<file path="src/rtl/ps2_pkg.sv">
// ps2_pkg: shared constants, key event layout and frame FSM encoding for the PS/2 keyboard receiver.
package ps2_pkg;
    localparam logic [7:0] PS2_PREFIX_EXT = 8'hE0;
    localparam logic [7:0] PS2_PREFIX_REL = 8'hF0;
    localparam logic [7:0] PS2_OVR0       = 8'h00;
    localparam logic [7:0] PS2_OVR1       = 8'hFF;
    localparam int         PS2_EV_W       = 10;

    typedef struct packed {
        logic       ext;
        logic       rel;
        logic [7:0] code;
    } ps2_ev_t;

    typedef enum logic [1:0] {ST_IDLE, ST_DATA, ST_PARITY, ST_STOP} frame_st_t;
endpackage

</file>
<file path="src/rtl/ps2_frame_rx.sv">
// ps2_frame_rx: synchronises and filters the PS/2 pins and assembles parity/stop checked bytes with a frame timeout.
module ps2_frame_rx
    import ps2_pkg::*;
#(
    parameter int FILTER_LEN  = 4,
    parameter int TIMEOUT_CYC = 100000
) (
    input  logic       clk,
    input  logic       rst,
    input  logic       ps2clk_i,
    input  logic       ps2data_i,
    output logic [7:0] data_o,
    output logic       byte_valid_o,
    output logic       frame_err_o
);
    localparam int TW = $clog2(TIMEOUT_CYC + 1);
    logic [1:0]    ck_sync_q, dt_sync_q;
    logic          ck_s, dt_s, filt_q, filt_d, strobe, tmo_hit;
    logic [7:0]    fcnt_q, fcnt_d, sh_q, sh_d;
    logic [2:0]    idx_q, idx_d;
    logic          par_q, par_d, bv_q, bv_d, err_q, err_d;
    logic [TW-1:0] tmo_q, tmo_d;
    frame_st_t     st_q, st_d;

    assign ck_s         = ck_sync_q[1];
    assign dt_s         = dt_sync_q[1];
    assign data_o       = sh_q;
    assign byte_valid_o = bv_q;
    assign frame_err_o  = err_q | tmo_hit;

    // The filtered level only follows the pin after it has held FILTER_LEN cycles.
    always_comb begin
        fcnt_d = (ck_s == filt_q) ? '0 : fcnt_q + 8'd1;
        filt_d = filt_q;
        if (fcnt_d == 8'(FILTER_LEN)) begin
            filt_d = ~filt_q;
            fcnt_d = '0;
        end
        strobe = filt_q & ~filt_d;
    end

    always_comb begin
        st_d    = st_q;
        sh_d    = sh_q;
        idx_d   = idx_q;
        par_d   = par_q;
        bv_d    = 1'b0;
        err_d   = 1'b0;
        tmo_hit = (st_q != ST_IDLE) && (tmo_q == TW'(TIMEOUT_CYC));
        tmo_d   = (st_q == ST_IDLE || strobe) ? '0 : tmo_q + TW'(1);
        if (tmo_hit) begin
            st_d  = ST_IDLE;
            tmo_d = '0;
        end else if (strobe) begin
            case (st_q)
                ST_IDLE: begin
                    st_d  = dt_s ? ST_IDLE : ST_DATA;
                    idx_d = '0;
                end
                ST_DATA: begin
                    sh_d  = {dt_s, sh_q[7:1]};
                    idx_d = idx_q + 3'd1;
                    st_d  = (idx_q == 3'd7) ? ST_PARITY : ST_DATA;
                end
                ST_PARITY: begin
                    par_d = dt_s;
                    st_d  = ST_STOP;
                end
                default: begin
                    bv_d  = dt_s & (^{sh_q, par_q});
                    err_d = ~(dt_s & (^{sh_q, par_q}));
                    st_d  = ST_IDLE;
                end
            endcase
        end
    end

    always_ff @(posedge clk or posedge rst) begin
        if (rst) begin
            ck_sync_q <= 2'b11;
            dt_sync_q <= 2'b11;
            filt_q    <= 1'b1;
            fcnt_q    <= '0;
            st_q      <= ST_IDLE;
            sh_q      <= '0;
            idx_q     <= '0;
            par_q     <= 1'b0;
            bv_q      <= 1'b0;
            err_q     <= 1'b0;
            tmo_q     <= '0;
        end else begin
            ck_sync_q <= {ck_sync_q[0], ps2clk_i};
            dt_sync_q <= {dt_sync_q[0], ps2data_i};
            filt_q    <= filt_d;
            fcnt_q    <= fcnt_d;
            st_q      <= st_d;
            sh_q      <= sh_d;
            idx_q     <= idx_d;
            par_q     <= par_d;
            bv_q      <= bv_d;
            err_q     <= err_d;
            tmo_q     <= tmo_d;
        end
    end
endmodule

</file>
<file path="src/rtl/ps2_kbd_event_rx.sv">
// ps2_kbd_event_rx: PS/2 keyboard front end folding E0/F0 prefixes into key events queued in a show-ahead FIFO.
module ps2_kbd_event_rx
    import ps2_pkg::*;
#(
    parameter int FILTER_LEN  = 4,
    parameter int FIFO_DEPTH  = 8,
    parameter int TIMEOUT_CYC = 100000
) (
    input  logic                          clk,
    input  logic                          rst,
    input  logic                          ps2clk,
    input  logic                          ps2data,
    output logic                          ev_valid,
    input  logic                          ev_ready,
    output logic [7:0]                    ev_code,
    output logic                          ev_ext,
    output logic                          ev_release,
    output logic [$clog2(FIFO_DEPTH):0]   ev_count,
    output logic                          overflow,
    output logic                          err_ind,
    input  logic                          clr_ovf
);
    localparam int AW = $clog2(FIFO_DEPTH);
    localparam int CW = AW + 1;
    logic [7:0]    rx_byte;
    logic          rx_bv, rx_err, ovr, pop, full, wr, drop;
    logic          ext_q, ext_d, rel_q, rel_d, push_q, push_d, ovf_q, ovf_d;
    ps2_ev_t       ev_q, ev_d, head;
    ps2_ev_t       mem [FIFO_DEPTH];
    logic [AW-1:0] wp_q, wp_d, rp_q, rp_d;
    logic [CW-1:0] cnt_q, cnt_d;

    ps2_frame_rx #(
        .FILTER_LEN (FILTER_LEN),
        .TIMEOUT_CYC(TIMEOUT_CYC)
    ) u_frame (
        .clk         (clk),
        .rst         (rst),
        .ps2clk_i    (ps2clk),
        .ps2data_i   (ps2data),
        .data_o      (rx_byte),
        .byte_valid_o(rx_bv),
        .frame_err_o (rx_err)
    );

    always_comb begin
        ext_d  = ext_q;
        rel_d  = rel_q;
        ev_d   = ev_q;
        push_d = 1'b0;
        ovr    = 1'b0;
        if (rx_bv) begin
            if (rx_byte == PS2_PREFIX_EXT) ext_d = 1'b1;
            else if (rx_byte == PS2_PREFIX_REL) rel_d = 1'b1;
            else begin
                ovr    = (rx_byte == PS2_OVR0) || (rx_byte == PS2_OVR1);
                push_d = ~ovr;
                ev_d   = {ext_q, rel_q, rx_byte};
                ext_d  = 1'b0;
                rel_d  = 1'b0;
            end
        end
    end

    // A push into a full FIFO is only lost when no pop frees a slot in the same cycle.
    always_comb begin
        pop   = ev_valid & ev_ready;
        full  = cnt_q == CW'(FIFO_DEPTH);
        wr    = push_q & (~full | pop);
        drop  = push_q & full & ~pop;
        wp_d  = wr ? wp_q + AW'(1) : wp_q;
        rp_d  = pop ? rp_q + AW'(1) : rp_q;
        cnt_d = cnt_q + CW'(wr) - CW'(pop);
        ovf_d = drop ? 1'b1 : clr_ovf ? 1'b0 : ovf_q;
    end

    always_ff @(posedge clk) begin
        if (wr) mem[wp_q] <= ev_q;
    end

    always_ff @(posedge clk or posedge rst) begin
        if (rst) begin
            ext_q  <= 1'b0;
            rel_q  <= 1'b0;
            push_q <= 1'b0;
            ev_q   <= '0;
            wp_q   <= '0;
            rp_q   <= '0;
            cnt_q  <= '0;
            ovf_q  <= 1'b0;
        end else begin
            ext_q  <= ext_d;
            rel_q  <= rel_d;
            push_q <= push_d;
            ev_q   <= ev_d;
            wp_q   <= wp_d;
            rp_q   <= rp_d;
            cnt_q  <= cnt_d;
            ovf_q  <= ovf_d;
        end
    end

    assign head       = mem[rp_q];
    assign ev_valid   = cnt_q != '0;
    assign ev_code    = ev_valid ? head.code : 8'h00;
    assign ev_ext     = ev_valid & head.ext;
    assign ev_release = ev_valid & head.rel;
    assign ev_count   = cnt_q;
    assign overflow   = ovf_q;
    assign err_ind    = rx_err | (rx_bv & ovr);
endmodule
</file>
<file path="config.mk">
export PLATFORM = sky130hd
export DESIGN_NAME = ps2_kbd_event_rx
export DESIGN_NICKNAME = d
export VERILOG_FILES = /design/src/rtl/ps2_pkg.sv /design/src/rtl/ps2_frame_rx.sv /design/src/rtl/ps2_kbd_event_rx.sv
export SDC_FILE = /design/constraint.sdc
export NUM_CORES = 1
export LEC_CHECK = 0
export ABC_AREA = 1
export BUFFER_PORTS_ARGS = -buffer_cell sky130_fd_sc_hd__buf_4
export CAP_MARGIN = 10
export CORE_ASPECT_RATIO = 0.8
export CORE_MARGIN = 8
export CORE_UTILIZATION = 62
export DETAILED_ROUTE_END_ITERATION = 7
export HOLD_SLACK_MARGIN = 0.15
export PLACE_DENSITY = 0.8
export SLEW_MARGIN = 20
export SYNTH_ARGS = -nofsm -noshare
export SYNTH_HDL_FRONTEND = slang
export SYNTH_HIERARCHICAL = 1
export SYNTH_SLANG_ARGS = --single-unit
</file>
<file path="constraint.sdc">
create_clock -name clk -period 2.8 [get_ports clk]
set_input_delay 0.42 -clock clk [delete_from_list [all_inputs] [get_ports clk]]
set_output_delay 0.42 -clock clk [all_outputs]
set_load 0.03 [all_outputs]
</file>
==> flow_summary.json <==
{
  "tightest_slew_ps": 969.1,
  "grt_max_degree": 52,
  "grt_pass1_wl_mm": 24.05,
  "cp.required_ps": 3110,
  "antenna_found_initial": 0,
  "final_layout_size_suffix_gt1_frac": 0.1241,
  "dp.cells": 943,
  "num_vias": 5343,
  "die_x_um": 136.0,
  "grt_usage": 0.1982,
  "gr-total-overflow": 0,
  "synthArstFlopShare": 0.4667,
  "swShare": 0.3752,
  "hold_class": "in -> reg",
  "grt_pass1_vias": 5228,
  "cts_tree": "done",
  "routed_wl_mm": 14.30,
  "violations": "design-rule violations",
  "worstSetupEndpointType": "register",
  "yosys_most_used_dff": "edfxtp_1",
  "num-fill-cells": 804,
  "hold_viol": 0,
  "fmax_ghz": 0.3930,
  "clockRootBuffer": "clkbuf_16",
  "fp.dieH_um": 112.0,
  "clkSinkCount": 150,
  "avgViaCountPerCell": 5.463,
  "clk_pin_slew_ps": 70,
  "rsz0062_at_grt": "false",
  "stdcell_count": 978,
  "avgSynthCellArea_um2": 9.126,
  "start_util": 0.6268,
  "finalPower_mw": 6.947,
  "io_buffers": 22,
  "synth.largest_area_cell": "edfxtp_1",
  "fp-row-count": 35,
  "gp_congestion": 0.9017,
  "nNetsFinal": 838,
  "ys_ff_latch": 150,
  "antennaDiodeCount": 0,
  "h-tree-depth": 4,
  "cts_buffers": 17,
  "critPathLaunchType": "register",
  "clock_latency_ps": 430,
  "worstPathMaxFanout": 12,
  "powerDensity_nw_per_um2": 860.5,
  "leakage_nw": 3.689,
  "dr.pass1.iters": 8,
  "drc_errors": 3,
  "dieArea_um2": 15220,
  "detail-route-antenna-nets": 0,
  "dp_hpwl_mm": 9.711,
  "status": "finished with violations",
  "seqPwrFrac": 0.374,
  "fin_crit_ps": 2544,
  "power.share.clock": 0.318,
  "skew_ps": 10.41,
  "io_pins": 23,
  "path_class": "reg -> reg",
  "syn_area_um2": 7137,
  "peakVddDrop_mv": 0.7896,
  "clock_path_buffers": 2,
  "intPower_mw": 4.340,
  "drt_iter0_drc": 414,
  "ys_warn_count": 6,
  "fin_tns_setup_ps": 0,
  "synthCells": 782,
  "synth_top_area_frac": 0.3366,
  "ys_seq_area_frac": 0.5829,
  "synthTopCellsByArea": "edfxtp_1 (34%), dfrtp_1 (23%), nand2_1 (9.6%)",
  "routedWlPerCell_um": 14.62,
  "combPwrFrac": 0.308,
  "switching_power_mw": 2.606,
  "coreArea_um2": 11390,
  "post_cts_buffers": 0,
  "finalSetupViolCount": 0,
  "cp.arrival_ps": 2860,
  "syn_nets": 803,
  "slew_viol_final": 0,
  "slew_headroom": 0.3532,
  "ys_types": 36,
  "period_share": 0.9087,
  "synth_edf_count": 80,
  "cap_violations": 0,
  "syn_to_final_growth_pct": 13.11
}
==> state kept, by name (all words and copies together), names as in the netlist, 3 cells and up <==
| name | flops |
|---|---|
| wp_q | 3 |
| rp_q | 3 |
| mem | 80 |
| u_frame/tmo_q | 17 |
| ev_count | 4 |
| u_frame/data_o | 8 |
| u_frame/fcnt_q | 8 |
| u_frame/idx_q | 3 |
| ev_q | 10 |
==> cell usage after synthesis (3+ instances only) <==
master	instances
nand4_1	21
buf_6	3
nand3_1	60
nor2_1	122
inv_1	95
o21ai_0	25
ha_1	14
buf_1	3
nor3_1	18
clkbuf_1	5
nand2_2	16
xnor2_1	5
nor2_4	3
edfxtp_1	80
xor2_1	12
nand2_1	182
buf_2	9
dfrtp_1	65
inv_2	4
dfstp_2	5
o21ai_1	14
a21oi_1	3
==> power groups by stage <==
stage	clock, mW	combinational (mW)	sequential [mW]
2_1_floorplan	0	1.55	2.63
3_3_place_gp	0	2.08	2.62
3_5_place_dp	0	2.14	2.63
4_1_cts	2.25	2.16	2.59
5_1_grt	2.33	2.41	2.61
6_report	2.21	2.14	2.60
==> through the flow <==
stage,hold slack [ps],instance area (µm²),util,setup WS [ps]
finish,182.1,8073,0.7090,255.6
global placement,348.6,7461,0.6553,558.9
global route,174.5,8073,0.7090,28.57
floorplan,345.2,7137,-,423.5
detailed placement,347.9,7461,0.6553,432.8
CTS,168.4,8073,0.7090,324.8
==> worst paths after layout <==
kind                                                start                              to  slack (ps)  cells past startpoint
max                           u_frame/fcnt_q[0]$_DFF_PP0_   u_frame/data_o[5]$_DFFE_PP0P_         260                     11
min                                               clr_ovf            overflow$_DFFE_PP0P_         180                      2
max reg2reg                   u_frame/fcnt_q[0]$_DFF_PP0_   u_frame/data_o[5]$_DFFE_PP0P_         260                     11
min reg2reg                u_frame/ck_sync_q[0]$_DFF_PP1_  u_frame/ck_sync_q[1]$_DFF_PP1_         360                      0
max in group asynchronous                             rst             rp_q[2]$_DFFE_PP0N_        1410                      3
min in group asynchronous                             rst     u_frame/tmo_q[10]$_DFF_PP0_         630                      3
==> worst max-delay path: stages (launching register included) <==
cell	delay, ps
dfrtp_1	450
ha_1	280
nand2_1	100
inv_1	70
nor3_1	290
nand2_1	100
nor2_1	130
and2_1	180
ha_1	400
nand3_2	250
nand2_1	130
nand2_1	50
==> layer usage <==
metal  vias to the layer above  GRT usage  wire length, µm
li1                       2599          -                -
met1                      2531     0.2395             6132
met2                       191     0.3325             7109
met3                        22    0.04815              836
met4                         0    0.08108              219
met5                         -          0                0
==> timing repair <==
item,4_1_cts,5_1_grt
endpoints found under the hold margin,24,0
resized for setup,0,0
hold buffers,3,0
==> cells in the final DEF, fill, tap and decap left out, types with 3 or more instances in the layout <==
| cell | netlist | final |
|---|---|---|
| inv_6 | 0 | 4 |
| nor3_1 | 18 | 18 |
| nand2_1 | 182 | 182 |
| edfxtp_1 | 80 | 80 |
| nand4_1 | 21 | 21 |
| buf_4 | 2 | 35 |
| dfrtp_1 | 65 | 65 |
| clkbuf_16 | 0 | 17 |
| nor2_4 | 3 | 3 |
| o21ai_1 | 14 | 14 |
| nor2_1 | 122 | 122 |
| inv_8 | 0 | 5 |
| nand2_2 | 16 | 16 |
| dfstp_2 | 5 | 5 |
| xnor2_1 | 5 | 5 |
| inv_2 | 4 | 4 |
| a21oi_1 | 3 | 3 |
| nand3_1 | 60 | 60 |
| xor2_1 | 12 | 12 |
| inv_1 | 95 | 94 |
| dlygate4sd3_1 | 0 | 3 |
| ha_1 | 14 | 14 |
| o21ai_0 | 25 | 25 |
==> cell type report <==
cell class | instances | area, µm² | area share
Inverter | 99 | 371.6 | 0.04603
Tap cell | 148 | 185.2 | 0.02294
Timing Repair Buffer | 38 | 292.8 | 0.03627
Clock buffer | 17 | 425.4 | 0.05270
Multi-Input combinational cell | 511 | 2481 | 0.3073
Clock inverter | 15 | 156.4 | 0.01937
Sequential cell | 150 | 4160 | 0.5153
==> cells by family (layout without fill, tap and decap cells) <==
kind of cell / Yosys count / in the layout / synth area share
flip-flops: 150 / 150 / 0.5829
adder cells (fa/ha/maj): 15 / 15 / 0.02735
AO/OA/AOI/OAI: 45 / 45 / 0.03243
buffers and inverters: 121 / 169 / 0.06942
XOR/XNOR: 17 / 17 / 0.02086
AND/OR/NAND/NOR: 434 / 434 / 0.2670
No activity file was read; power rests on OpenSTA's default activity.
